--- src/rtl/gpll_reconfig_ctrl_if.sv ---
// APB reconfiguration port between the GPLL sequencer (master) and the
// GTP_GPLL dynamic-reconfiguration block (slave), including its APB reset.
interface gpll_reconfig_ctrl_if;
    logic        rst_n;
    logic        sel;
    logic        en;
    logic        write;
    logic [4:0]  addr;
    logic [15:0] wdata;
    logic        ready;

    modport master (output rst_n, sel, en, write, addr, wdata, input ready);
    modport slave  (input rst_n, sel, en, write, addr, wdata, output ready);
endinterface

--- src/rtl/gpll_reconfig_ctrl.sv ---
// GPLL reconfiguration sequencer: holds the PLL in reset, replays a register
// table over APB, releases reset, waits for debounced lock and re-locks on loss.
module gpll_reconfig_ctrl #(
    parameter int NUM_REGS     = 8,
    parameter int RST_CYCLES   = 16,
    parameter int LOCK_STABLE  = 32,
    parameter int LOCK_TIMEOUT = 65535,
    parameter int APB_TIMEOUT  = 255,
    parameter bit AUTO_RELOCK  = 1'b1,
    localparam int IDXW = (NUM_REGS > 1) ? $clog2(NUM_REGS) : 1
) (
    input  logic                 clk,
    input  logic                 rst,
    input  logic                 start_i,
    input  logic [IDXW:0]        n_regs_i,
    input  logic                 tbl_we_i,
    input  logic [IDXW-1:0]      tbl_idx_i,
    input  logic [4:0]           tbl_addr_i,
    input  logic [15:0]          tbl_data_i,
    input  logic                 pll_lock_i,
    gpll_reconfig_ctrl_if.master apb,
    output logic                 pll_rst_o,
    output logic                 ready_o,
    output logic                 busy_o,
    output logic                 fail_o,
    output logic                 err_apb_o,
    output logic [7:0]           lol_count_o
);

    localparam int CNT_MAX = (LOCK_TIMEOUT > APB_TIMEOUT)
                           ? ((LOCK_TIMEOUT > RST_CYCLES) ? LOCK_TIMEOUT : RST_CYCLES)
                           : ((APB_TIMEOUT > RST_CYCLES) ? APB_TIMEOUT : RST_CYCLES);
    localparam int CW = $clog2(CNT_MAX + 1);
    localparam int SW = $clog2(LOCK_STABLE + 1);
    localparam logic [IDXW:0] NMAX = (IDXW+1)'(NUM_REGS);

    typedef enum logic [2:0] {
        S_IDLE, S_RST_HOLD, S_APB_SETUP, S_APB_ACCESS,
        S_REL, S_WAIT_LOCK, S_LOCKED, S_FAIL
    } state_t;

    logic [4:0]  addr_mem [NUM_REGS];
    logic [15:0] data_mem [NUM_REGS];

    state_t         state_q, state_d;
    logic [CW-1:0]  cnt_q, cnt_d;
    logic [SW-1:0]  stab_q, stab_d;
    logic [IDXW:0]  idx_q, idx_d;
    logic [IDXW:0]  nregs_q, nregs_d;
    logic           fail_q, fail_d;
    logic           err_q, err_d;
    logic [7:0]     lol_q, lol_d;
    logic [4:0]     addr_q, addr_d;
    logic [15:0]    wdata_q, wdata_d;
    logic           pll_rst_q, pll_rst_d;
    logic           sel_q, sel_d;
    logic           en_q, en_d;
    logic           ready_q, ready_d;
    logic           busy_q, busy_d;
    logic           apb_rst_n_q;
    logic [1:0]     sync_q;
    logic           lock_s;
    logic [IDXW:0]  n_clamped;

    assign lock_s    = sync_q[1];
    assign n_clamped = (n_regs_i > NMAX) ? NMAX : n_regs_i;

    // The table is only writable while no sequence is replaying it.
    always_ff @(posedge clk) begin
        if (tbl_we_i && !busy_q && (int'(tbl_idx_i) < NUM_REGS)) begin
            addr_mem[tbl_idx_i] <= tbl_addr_i;
            data_mem[tbl_idx_i] <= tbl_data_i;
        end
    end

    always_comb begin
        state_d = state_q;
        cnt_d   = '0;
        stab_d  = stab_q;
        idx_d   = idx_q;
        nregs_d = nregs_q;
        fail_d  = fail_q;
        err_d   = err_q;
        lol_d   = lol_q;
        addr_d  = addr_q;
        wdata_d = wdata_q;

        case (state_q)
            S_IDLE, S_FAIL: begin
                if (start_i) begin
                    state_d = S_RST_HOLD;
                    fail_d  = 1'b0;
                    err_d   = 1'b0;
                    nregs_d = n_clamped;
                    idx_d   = '0;
                end
            end
            S_RST_HOLD: begin
                cnt_d = cnt_q + CW'(1);
                if (cnt_d == CW'(RST_CYCLES)) begin
                    cnt_d   = '0;
                    state_d = (nregs_q != '0) ? S_APB_SETUP : S_REL;
                end
            end
            S_APB_SETUP: state_d = S_APB_ACCESS;
            S_APB_ACCESS: begin
                if (apb.ready) begin
                    idx_d   = idx_q + (IDXW+1)'(1);
                    state_d = (idx_d == nregs_q) ? S_REL : S_APB_SETUP;
                end else begin
                    cnt_d = cnt_q + CW'(1);
                    if (cnt_d == CW'(APB_TIMEOUT)) begin
                        state_d = S_FAIL;
                        fail_d  = 1'b1;
                        err_d   = 1'b1;
                    end
                end
            end
            S_REL: begin
                stab_d  = '0;
                state_d = S_WAIT_LOCK;
            end
            S_WAIT_LOCK: begin
                cnt_d  = cnt_q + CW'(1);
                stab_d = lock_s ? stab_q + SW'(1) : '0;
                if (lock_s && (stab_d == SW'(LOCK_STABLE))) begin
                    state_d = S_LOCKED;
                end else if (cnt_d == CW'(LOCK_TIMEOUT)) begin
                    state_d = S_FAIL;
                    fail_d  = 1'b1;
                    err_d   = 1'b0;
                end
            end
            S_LOCKED: begin
                // Loss of lock takes priority over a coincident start request.
                if (!lock_s) begin
                    if (lol_q != 8'hFF) lol_d = lol_q + 8'd1;
                    state_d = AUTO_RELOCK ? S_RST_HOLD : S_IDLE;
                    idx_d   = '0;
                end else if (start_i) begin
                    state_d = S_RST_HOLD;
                    nregs_d = n_clamped;
                    idx_d   = '0;
                end
            end
            default: state_d = S_IDLE;
        endcase

        if (state_d == S_APB_SETUP) begin
            addr_d  = addr_mem[idx_d[IDXW-1:0]];
            wdata_d = data_mem[idx_d[IDXW-1:0]];
        end

        pll_rst_d = (state_d inside {S_IDLE, S_RST_HOLD, S_APB_SETUP, S_APB_ACCESS, S_FAIL});
        sel_d     = (state_d inside {S_APB_SETUP, S_APB_ACCESS});
        en_d      = (state_d == S_APB_ACCESS);
        ready_d   = (state_d == S_LOCKED);
        busy_d    = (state_d inside {S_RST_HOLD, S_APB_SETUP, S_APB_ACCESS, S_REL, S_WAIT_LOCK});
    end

    always_ff @(posedge clk) begin
        if (rst) begin
            state_q     <= S_IDLE;
            cnt_q       <= '0;
            stab_q      <= '0;
            idx_q       <= '0;
            nregs_q     <= '0;
            fail_q      <= 1'b0;
            err_q       <= 1'b0;
            lol_q       <= '0;
            addr_q      <= '0;
            wdata_q     <= '0;
            pll_rst_q   <= 1'b1;
            sel_q       <= 1'b0;
            en_q        <= 1'b0;
            ready_q     <= 1'b0;
            busy_q      <= 1'b0;
            apb_rst_n_q <= 1'b0;
            sync_q      <= '0;
        end else begin
            state_q     <= state_d;
            cnt_q       <= cnt_d;
            stab_q      <= stab_d;
            idx_q       <= idx_d;
            nregs_q     <= nregs_d;
            fail_q      <= fail_d;
            err_q       <= err_d;
            lol_q       <= lol_d;
            addr_q      <= addr_d;
            wdata_q     <= wdata_d;
            pll_rst_q   <= pll_rst_d;
            sel_q       <= sel_d;
            en_q        <= en_d;
            ready_q     <= ready_d;
            busy_q      <= busy_d;
            apb_rst_n_q <= 1'b1;
            sync_q      <= {sync_q[0], pll_lock_i};
        end
    end

    assign apb.rst_n   = apb_rst_n_q;
    assign apb.sel     = sel_q;
    assign apb.en      = en_q;
    assign apb.write   = sel_q;
    assign apb.addr    = addr_q;
    assign apb.wdata   = wdata_q;
    assign pll_rst_o   = pll_rst_q;
    assign ready_o     = ready_q;
    assign busy_o      = busy_q;
    assign fail_o      = fail_q;
    assign err_apb_o   = err_q;
    assign lol_count_o = lol_q;

endmodule

--- src/flat_wrapper.sv ---
// flat-port wrapper written by rule: the top's interface ports become plain ports
module gpll_reconfig_ctrl_flat 
#(
    parameter int NUM_REGS     = 8,
    parameter int RST_CYCLES   = 16,
    parameter int LOCK_STABLE  = 32,
    parameter int LOCK_TIMEOUT = 65535,
    parameter int APB_TIMEOUT  = 255,
    parameter bit AUTO_RELOCK  = 1'b1,
    localparam int IDXW = (NUM_REGS > 1) ? $clog2(NUM_REGS) : 1
)
  (clk, rst, start_i, n_regs_i, tbl_we_i, tbl_idx_i, tbl_addr_i, tbl_data_i, pll_lock_i, pll_rst_o, ready_o, busy_o, fail_o, err_apb_o, lol_count_o, apb_rst_n, apb_sel, apb_en, apb_write, apb_addr, apb_wdata, apb_ready);
  gpll_reconfig_ctrl_if apb_i ();
  input  logic clk;
  input  logic rst;
  input  logic start_i;
  input  logic [IDXW:0] n_regs_i;
  input  logic tbl_we_i;
  input  logic [IDXW-1:0] tbl_idx_i;
  input  logic [4:0] tbl_addr_i;
  input  logic [15:0] tbl_data_i;
  input  logic pll_lock_i;
  output logic pll_rst_o;
  output logic ready_o;
  output logic busy_o;
  output logic fail_o;
  output logic err_apb_o;
  output logic [7:0] lol_count_o;
  output wire logic [$bits(apb_i.rst_n)-1:0] apb_rst_n;
  output wire logic [$bits(apb_i.sel)-1:0] apb_sel;
  output wire logic [$bits(apb_i.en)-1:0] apb_en;
  output wire logic [$bits(apb_i.write)-1:0] apb_write;
  output wire logic [$bits(apb_i.addr)-1:0] apb_addr;
  output wire logic [$bits(apb_i.wdata)-1:0] apb_wdata;
  input wire logic [$bits(apb_i.ready)-1:0] apb_ready;
  assign apb_rst_n = apb_i.rst_n;
  assign apb_sel = apb_i.sel;
  assign apb_en = apb_i.en;
  assign apb_write = apb_i.write;
  assign apb_addr = apb_i.addr;
  assign apb_wdata = apb_i.wdata;
  assign apb_i.ready = apb_ready;
  gpll_reconfig_ctrl #(.NUM_REGS(NUM_REGS), .RST_CYCLES(RST_CYCLES), .LOCK_STABLE(LOCK_STABLE), .LOCK_TIMEOUT(LOCK_TIMEOUT), .APB_TIMEOUT(APB_TIMEOUT), .AUTO_RELOCK(AUTO_RELOCK)) u_core (.clk(clk), .rst(rst), .start_i(start_i), .n_regs_i(n_regs_i), .tbl_we_i(tbl_we_i), .tbl_idx_i(tbl_idx_i), .tbl_addr_i(tbl_addr_i), .tbl_data_i(tbl_data_i), .pll_lock_i(pll_lock_i), .apb(apb_i), .pll_rst_o(pll_rst_o), .ready_o(ready_o), .busy_o(busy_o), .fail_o(fail_o), .err_apb_o(err_apb_o), .lol_count_o(lol_count_o));
endmodule
--- config.mk ---
export PLATFORM = sky130hd
export DESIGN_NAME = gpll_reconfig_ctrl_flat
export DESIGN_NICKNAME = d
export VERILOG_FILES = /design/src/rtl/gpll_reconfig_ctrl_if.sv /design/src/rtl/gpll_reconfig_ctrl.sv /design/src/flat_wrapper.sv
export SDC_FILE = /design/constraint.sdc
export NUM_CORES = 1
export LEC_CHECK = 0
export CORE_UTILIZATION = 50
export DETAILED_ROUTE_END_ITERATION = 12
export GPL_ROUTABILITY_DRIVEN = 0
export PLACE_DENSITY = 0.73
export SYNTH_ARGS = -nofsm -noshare
export SYNTH_HDL_FRONTEND = slang
export SYNTH_SLANG_ARGS = --single-unit
--- constraint.sdc ---
create_clock -name clk -period 7.6 [get_ports clk]
set_clock_uncertainty 0.15 [all_clocks]
set_input_delay 2.28 -clock clk [delete_from_list [all_inputs] [get_ports clk]]
set_output_delay 2.28 -clock clk [all_outputs]
set_load 0.05 [all_outputs]
### Word level (Yosys, flattened, before mapping)

Memory sizes are Yosys's and may differ from the RTL's. A register that Yosys moved wholly into a read port is not among the register bits.
Index checks and enable logic that the tools add are counted.

* $add $sub $neg: 4
* multipliers: 0
* div/mod/pow operators: 0
* order comparisons: 1
* equality and inequality tests: 27
* shifts and indexed selects: 0
* mux-type cells: 35
* bitwise logic cells: 1
* reduce and logical (&&, ||, !) cells: 18

Operators by type and width (count)
* one-hot mux 16 bit (3 select lines): 1
* 2-to-1 mux 16 bit: 2
* 2-to-1 mux 3 bit: 9
* == test 3 bit, second input constant: 8
* 2-to-1 mux 4 bit: 6
* one-hot mux 3 bit (7 select lines): 1
* adder 16 x 1 -> 16 bit, second input constant: 1
* == test 16 bit, second input constant: 1
* == test 16 x 5 -> 1 bit, second input constant: 1
* == test 16 x 8 -> 1 bit, second input constant: 1
* == test 3 x 2 -> 1 bit, second input constant: 4
* one-hot mux 4 bit (3 select lines): 1
* one-hot mux 6 bit (2 select lines): 1
* 2-to-1 mux 1 bit: 10
* nonzero test 5 bit: 2
* adder 8 x 1 -> 8 bit, second input constant: 1
* != test 2 bit, second input constant: 4
* != test 8 bit, second input constant: 1
* one-hot mux 4 bit (2 select lines): 1
* adder 6 x 1 -> 6 bit, second input constant: 1
* == test 3 x 1 -> 1 bit, second input constant: 2
* == test 6 bit, second input constant: 1
* logical NOT 3 bit: 2
* 2-to-1 mux 6 bit: 1
* other kinds (15): 23

* register bits: 51
* bits in latches: 0
* RAM bits: 168
* memory bits (read-only): 0
* input bits: 34
* logic and storage cells: 104
* memories: 2

Memories
* u_core.data_mem: depth 8, bits a word 16, rd ports 1, clocked after Yosys merged registers in 1, wr ports 1, line gpll_reconfig_ctrl.sv:43 `logic [15:0] data_mem [NUM_REGS];`
* u_core.addr_mem: depth 8, bits a word 5, rd ports 1, clocked after Yosys merged registers in 1, wr ports 1, line gpll_reconfig_ctrl.sv:42 `logic [4:0] addr_mem [NUM_REGS];`

### Depth between registers and ports, before layout

Gate-level depths: netlist (run 1).

* depth after elaboration: 8
* depth in mapped cells: 13
* mapped depth without buffers: 9

### Worst setup path before layout (run 1)

Ideal clock, no wire load.

* path kind: input port to flip-flop
* start point: input tbl_idx_i[1]
* end point: memory u_core.addr_mem[0][0], enable pin
* library setup time: 0.426 ns
* arrival time: 4.262 ns
* required time: 7.024 ns
* path slack: 2.762 ns
* cell stages on the path: 2
* cells stage by stage: or3b_2 -> nor3_1

RTL lines
* start, declared: line flat_wrapper.sv:19 `input logic [IDXW-1:0] tbl_idx_i;`
* end, declared: line gpll_reconfig_ctrl.sv:42

Straight into the memory's write port.

### Final worst setup path (run 1)

* start point: input start_i
* end point: register u_core.wdata_q[1] (netlist: u_core.apb.wdata[1]) (read register of u_core.data_mem)

* word-level cells in the longest chain between the ends: 4
* elaborated cells on any way between the ends: 7
* those cells by class: 1 x eq/ne; 6 x mux

RTL lines
* start, declared: line flat_wrapper.sv:16 `input logic start_i;`
* 2-to-1 mux 3 bit: line gpll_reconfig_ctrl.sv:90, gpll_reconfig_ctrl.sv:140
* 2-to-1 mux 3 bit: line gpll_reconfig_ctrl.sv:136 `if (!lock_s) begin`
* one-hot mux 3 bit (7 select lines): line gpll_reconfig_ctrl.sv:88 `case (state_q)`
* == test 3 x 2 -> 1 bit: line gpll_reconfig_ctrl.sv:149 `if (state_d == S_APB_SETUP) begin`
* end, declared: line gpll_reconfig_ctrl.sv:54 `logic [15:0] wdata_q, wdata_d;`

Parallel ways exist; a longest one is shown, timed or not.
A chain may end at the register's enable or synchronous reset.

==> results of run 1 <==
## state kept, by name, summed over array words and instances, names as in the netlist, 5 cells and up
signal / flops
u_core.addr_mem: 40
u_core.apb.addr: 5
u_core.apb.wdata: 16
u_core.cnt_q: 16
u_core.data_mem: 128
u_core.lol_count_o: 8
u_core.stab_q: 6
## worst reg2reg max path: stages, from the launching register on
cell and delay [ns]:
dfxtp_1 0.74, and3b_1 0.26, o21ai_0 0.31, and2_1 0.40, a22o_4 0.90, mux2i_1 0.31, a32oi_1 0.27, nand4_1 0.15
a21oi_1 0.16
## cells in the final DEF (no fill, tap or decap), types with 9 or more instances in the layout
master / synthesis / final
a21oi_1: 39 / 39
a32oi_1: 42 / 42
buf_4: 5 / 16
clkbuf_16: 0 / 25
clkdlybuf4s50_1: 0 / 70
dfxtp_1: 72 / 72
edfxtp_1: 168 / 168
inv_1: 11 / 11
mux2i_1: 44 / 44
nand2_1: 106 / 106
nand2b_1: 9 / 9
nand3_1: 15 / 15
nand4_1: 35 / 35
nor2_1: 68 / 62
nor3_1: 14 / 12
o21ai_0: 27 / 26
o21ai_1: 12 / 12
xnor2_1: 15 / 15
xor2_1: 11 / 11
## power by group through the flow
stage / registers [W] / logic, W / clock network (W)
after floorplan: 0.00146 / 0.0000379 / 0
after global placement: 0.00145 / 0.0000849 / 0
after detailed placement: 0.00145 / 0.0000862 / 0
after CTS: 0.00143 / 0.0000865 / 0.00121
after global routing: 0.00143 / 0.0000940 / 0.00126
final: 0.00143 / 0.0000861 / 0.00119
## layout make-up
cell class | instances | area [um^2]
clock buffer | 34 | 669
fill | 1628 | 7780
inverter | 12 | 45.0
multi-input combinational | 537 | 3380
timing repair buffer | 87 | 826
clock inverter | 12 | 130
tap | 265 | 332
sequential | 240 | 6490
## stage by stage
stage | hold WS, ns | utilization, % | cell area [um^2]
after global routing | 0.326 | 60.4 | 11900
final | 0.298 | 60.4 | 11900
after CTS | 0.300 | 60.4 | 11900
after detailed placement | 0.280 | 56.3 | 11100
after global placement | 0.288 | 56.3 | 11100
after floorplan | 0.264 | - | 10100
## metal layers
metal,up-vias,GRT usage (%),part of all wire (%)
li1,3289,-,-
met1,3463,30.7,42
met2,241,37.4,48
met3,48,3.58,6.9
met4,0,6.81,2.3
met5,-,0,0
## cell families (layout without fill, tap and decap cells)
kind of cell,after synthesis,count (layout),share of synthesized area [%]
AND/OR/NAND/NOR,299,299,14.5
adder cells (fa/ha/maj),5,5,0.617
XOR/XNOR,26,26,2.25
buffers and inverters,64,145,3.14
flip-flops,240,240,64.0
AO/OA/AOI/OAI,162,162,11.1
multiplexers,45,45,4.46
## worst max-delay path by stage
stage,start,end,slack [ns],cells past startpoint
finish,start_i,u_core.apb.wdata[1]$_SDFFE_PP0P_,2.38,9
CTS,start_i,u_core.apb.wdata[1]$_SDFFE_PP0P_,2.46,9
floorplan,tbl_idx_i[1],u_core.addr_mem[0][0]$_DFFE_PP_,2.76,2
global route,start_i,u_core.apb.wdata[1]$_SDFFE_PP0P_,2.21,9
global placement,start_i,u_core.apb.wdata[1]$_SDFFE_PP0P_,2.11,9
detailed placement,start_i,u_core.apb.wdata[8]$_SDFFE_PP0P_,2.00,9
==> impl_metrics.ini, run 1 <==
[global_route]
grt_usage_pct = 22.6
grt_pass1_wl_um = 35500
grt_max_degree = 85
antenna_found_initial = 0
grt_overflow_total = 0
grt_pass1_vias = 6561

[timing]
finalSetupViolCount = 0
drv_slew = 0
fmaxAchievable_ghz = 0.191
max-slew-margin-rel_pct = 20.9
report.final.hold_viol_count = 0
rsz0062_at_grt = no
tightestPinTransition_ns = 1.19
fin_ws_ns = 2.38
post-route-period-util_pct = 68.7
layout_min_cycle_time_ns = 5.22
setup_tns_ns = 0

[cts]
post_cts_buffers = 0
root_buffer = clkbuf_16
clk_latency_ns = 0.53
cts.clk_slew.worst_paths_ns = 0.06
clock_path_buffers = 3
hold_buffers = 0
cts-resized-gates = 0
cts_tree = yes
h-tree-depth = 1
cts-buffers-inserted = 25
cts.sinks = 240

[worst_setup_path]
path_cells = clkdlybuf4s50_1 > and2_1 > o21ai_0 > and2_1 > a22o_4 > mux2i_1 > a32oi_1 > nand4_1 > a21oi_1
endpoint_kind = flop
r2r_slack_ns = 3.89
crit_fanout = 84
reg2regPathDepth = 8
max_stage_delay_ns = 0.90
critical_path_buf_inv_count = 1
timing.rr.start = u_core.state_q[2]$_SDFF_PP0_
rr_endpoint = u_core.apb.wdata[1]$_SDFFE_PP0P_
worstPathRequired_ns = 7.91
cpMaxStageDelayCell = a22o_4
crit_top_cell = and2_1
cp_data_arrival_time_ns = 5.53
critPathKind = input pin to flop
start_kind = input pin
cpLargestDelayFamily = compound AO/OA/AOI/OAI gates

[synth]
synth_most_common_cell = edfxtp_1
yosys.area.top_type_share_pct = 49.8
yosysTopAreaCell = edfxtp_1
synth.area.top_cells = edfxtp_1 (50%), dfxtp_1 (14%), mux2i_1 (4.3%)
avgSynthCellArea_um2 = 12.1
netlist_area_um2 = 10100
synthCells = 841
synth_ff_type = edfxtp_1
ys_seq_elements = 240
synth.distinct_cells = 64
synth_seq_area_share_pct = 64.0
synthArstFlopShare_pct = 0
yosys_warnings = 0
synthTopCellsByCount = edfxtp_1 (168), nand2_1 (106), dfxtp_1 (72)
synth_nets = 880
synth-edff-count = 168

[floorplan]
die_area_um2 = 20800
ios = 72
die_width_um = 144
rows = 51
coreArea_um2 = 19700
start_util_pct = 51.6
die_h_um = 144

[cells_and_area]
nets = 942
antenna_cells = 0
drive_gt1_share_pct = 8.68
layout.cells.non_filler = 1187
syn2layout_area_growth_pct = 17.1

[drt]
drt_iter0_markers = 599
postRouteAntennaNets = 0
routed_wl_um = 23100
drc = 0
vias_per_cell = 5.93
drt-pass1-iter-count = 5
wl_per_cell_um = 19.5
num_vias = 7041

[hold_path]
min-delay-start = u_core.fail_o$_SDFFE_PP0P_
hold_path_class = flop to flop
holdPathEnd = u_core.fail_o$_SDFFE_PP0P_
holdPathStages = 2

[power]
p_clk_share_pct = 44.0
ir_worst_vdd_uv = 189
swShare_pct = 20.8
power_per_cell_area_nw_per_um2 = 228
total_power_w = 0.00270
p_int_w = 0.00214
p_comb_share_pct = 3.2
p_seq_share_pct = 52.8
leakagePower_nw = 3.78
p_switching_w = 0.000561

[placed_design]
dp_cells = 1141
dp_slack_ns = 2.00
port_buffers = 71
dp.final_hpwl_um = 12700

[job]
drv_cap = 0

[run_status]
outcome = finished, final reports clean
No activity file was read; power rests on OpenSTA's default activity.
==> inputs of run 2 (changes only) <==
- PLACE_DENSITY: 0.73 -> 0.75
- clock period: 7.6 -> 4.33 ns (I/O delays scaled with it)
==> run 2 against run 1 <==
Sequential cell count did not move. Largest cell class unchanged. Clock power grew 60%. First-iteration DRC count increased by 11%. Via count up 0.89%.
==> impl_metrics.ini, run 2 (synthesized netlist as in run 1, its figures left out) <==
[cts]
cts.clk_slew.worst_paths_ns = 0.06
root_buffer = clkbuf_16
cts.sinks = 240
cts-resized-gates = 0
clk_latency_ns = 0.53
cts-buffers-inserted = 25
post_cts_buffers = 0
cts_tree = yes
hold_buffers = 0
h-tree-depth = 1
clock_path_buffers = 3

[cells_and_area]
nFillCells = 1545
nets = 957
final_cell_mix = edfxtp_1 (168), nand2_1 (106), dfxtp_1 (72), clkdlybuf4s50_1 (70), nor2_1 (62)
drive_gt1_share_pct = 9.72
largest_register_ffs = 128
regMostFlops = u_core.data_mem
final_area_um2 = 12000
antenna_cells = 0
reg_top3 = u_core.data_mem x128, u_core.addr_mem x40
syn2layout_area_growth_pct = 18.3
final_common_cell = edfxtp_1

[hold_path]
hold_path_class = flop to flop

[timing]
tightestPinTransition_ns = 1.02
post-route-period-util_pct = 81.3
rsz0062_at_grt = no
finalSetupViolCount = 0
fmaxAchievable_ghz = 0.284
setup_tns_ns = 0
whs_ns = 0.293
report.final.hold_viol_count = 0
layout_min_cycle_time_ns = 3.52
max-slew-margin-rel_pct = 31.6
drv_slew = 0

[drt]
postRouteAntennaNets = 0
drc = 0
wl_per_cell_um = 19.2
vias_per_cell = 5.92
num_vias = 7104
drt-pass1-iter-count = 5
routed_wl_um = 23100
drt_iter0_markers = 662

[global_route]
grt_max_degree = 44
grt_pass1_vias = 6720
antenna_found_initial = 0
grt_usage_pct = 22.6
grt_pass1_wl_um = 35800
grt_overflow_total = 0

[worst_setup_path]
endpoint_kind = flop
crit_fanout = 9
cp_data_arrival_time_ns = 3.83
critPathKind = input pin to flop
start_kind = input pin
worstPathRequired_ns = 4.64

[power]
total_power_w = 0.00457
power_per_cell_area_nw_per_um2 = 381
leakagePower_nw = 3.85
ir_worst_vdd_uv = 293

[floorplan]
die_area_um2 = 20800
start_util_pct = 51.6
die_width_um = 144
coreArea_um2 = 19700
rows = 51
ios = 72
die_h_um = 144

[run_status]
outcome = finished, final reports clean

[placed_design]
placed_cell_area_um2 = 11300
port_buffers = 71
dp.final_hpwl_um = 14300

[job]
drv_cap = 0
## run 2: changes by cell type in the layout (fill, tap and decap cells not counted), moves of 2 or more
cell / delta
buf_12: +6
buf_4: +9
bufinv_16: -2
clkinv_1: +5
## run 2: where the power goes
group	switching, W	internal [W]
logic	0.0000999	0.0000589
clock network	0.000840	0.00106
registers	0.0000167	0.00249
total	0.000956	0.00361
## run 2: path summary, 6_finish.rpt
| check | startpoint | end | slack (ns) | depth (start not counted) |
|---|---|---|---|---|
| min | u_core.fail_o$_SDFFE_PP0P_ | u_core.fail_o$_SDFFE_PP0P_ | 0.29 | 2 |
| max | start_i | u_core.apb.addr[2]$_SDFFE_PP0P_ | 0.81 | 10 |
| min reg2reg | u_core.fail_o$_SDFFE_PP0P_ | u_core.fail_o$_SDFFE_PP0P_ | 0.29 | 2 |
| max reg2reg | u_core.cnt_q[0]$_SDFF_PP0_ | u_core.cnt_q[7]$_SDFF_PP0_ | 1.20 | 9 |
## run 2: routing by layer
| layer | part of all wire (%) | track usage [%] | wire length [um] |
|---|---|---|---|
| met1 | 41 | 29.3 | 9340 |
| met2 | 48 | 37.7 | 11100 |
| met3 | 8.4 | 4.34 | 1950 |
| met4 | 2.9 | 8.25 | 679 |
| met5 | 0 | 0 | 0 |
## run 2: critical path, cell delays in order
cell	delay, ns
clkdlybuf4s50_1	0.50
or3b_1	0.35
a21o_1	0.20
and2_1	0.19
a21oi_1	0.27
o32ai_2	0.27
buf_4	0.27
a32oi_1	0.19
nand4_1	0.12
a21oi_1	0.15
## run 2: layout make-up
type / count / area [um^2] / share of cell area, %
Multi-Input combinational cell: 537 / 3390 / 28.3
Tap cell: 265 / 332 / 2.77
Clock inverter: 13 / 72.6 / 0.605
Inverter: 12 / 45.0 / 0.376
Clock buffer: 32 / 652 / 5.44
Timing Repair Buffer: 102 / 1010 / 8.45
Sequential cell: 240 / 6490 / 54.1
## run 2: metrics by stage
stage          utilization, %  std cells  setup slack (ns)
2_1_floorplan               -        841             0.473
3_5_place_dp             57.3       1156             0.307
6_report                 61.0       1201             0.810
4_1_cts                  61.0       1201             0.844
5_1_grt                  61.0       1201             0.692
3_3_place_gp             57.3       1156             0.324
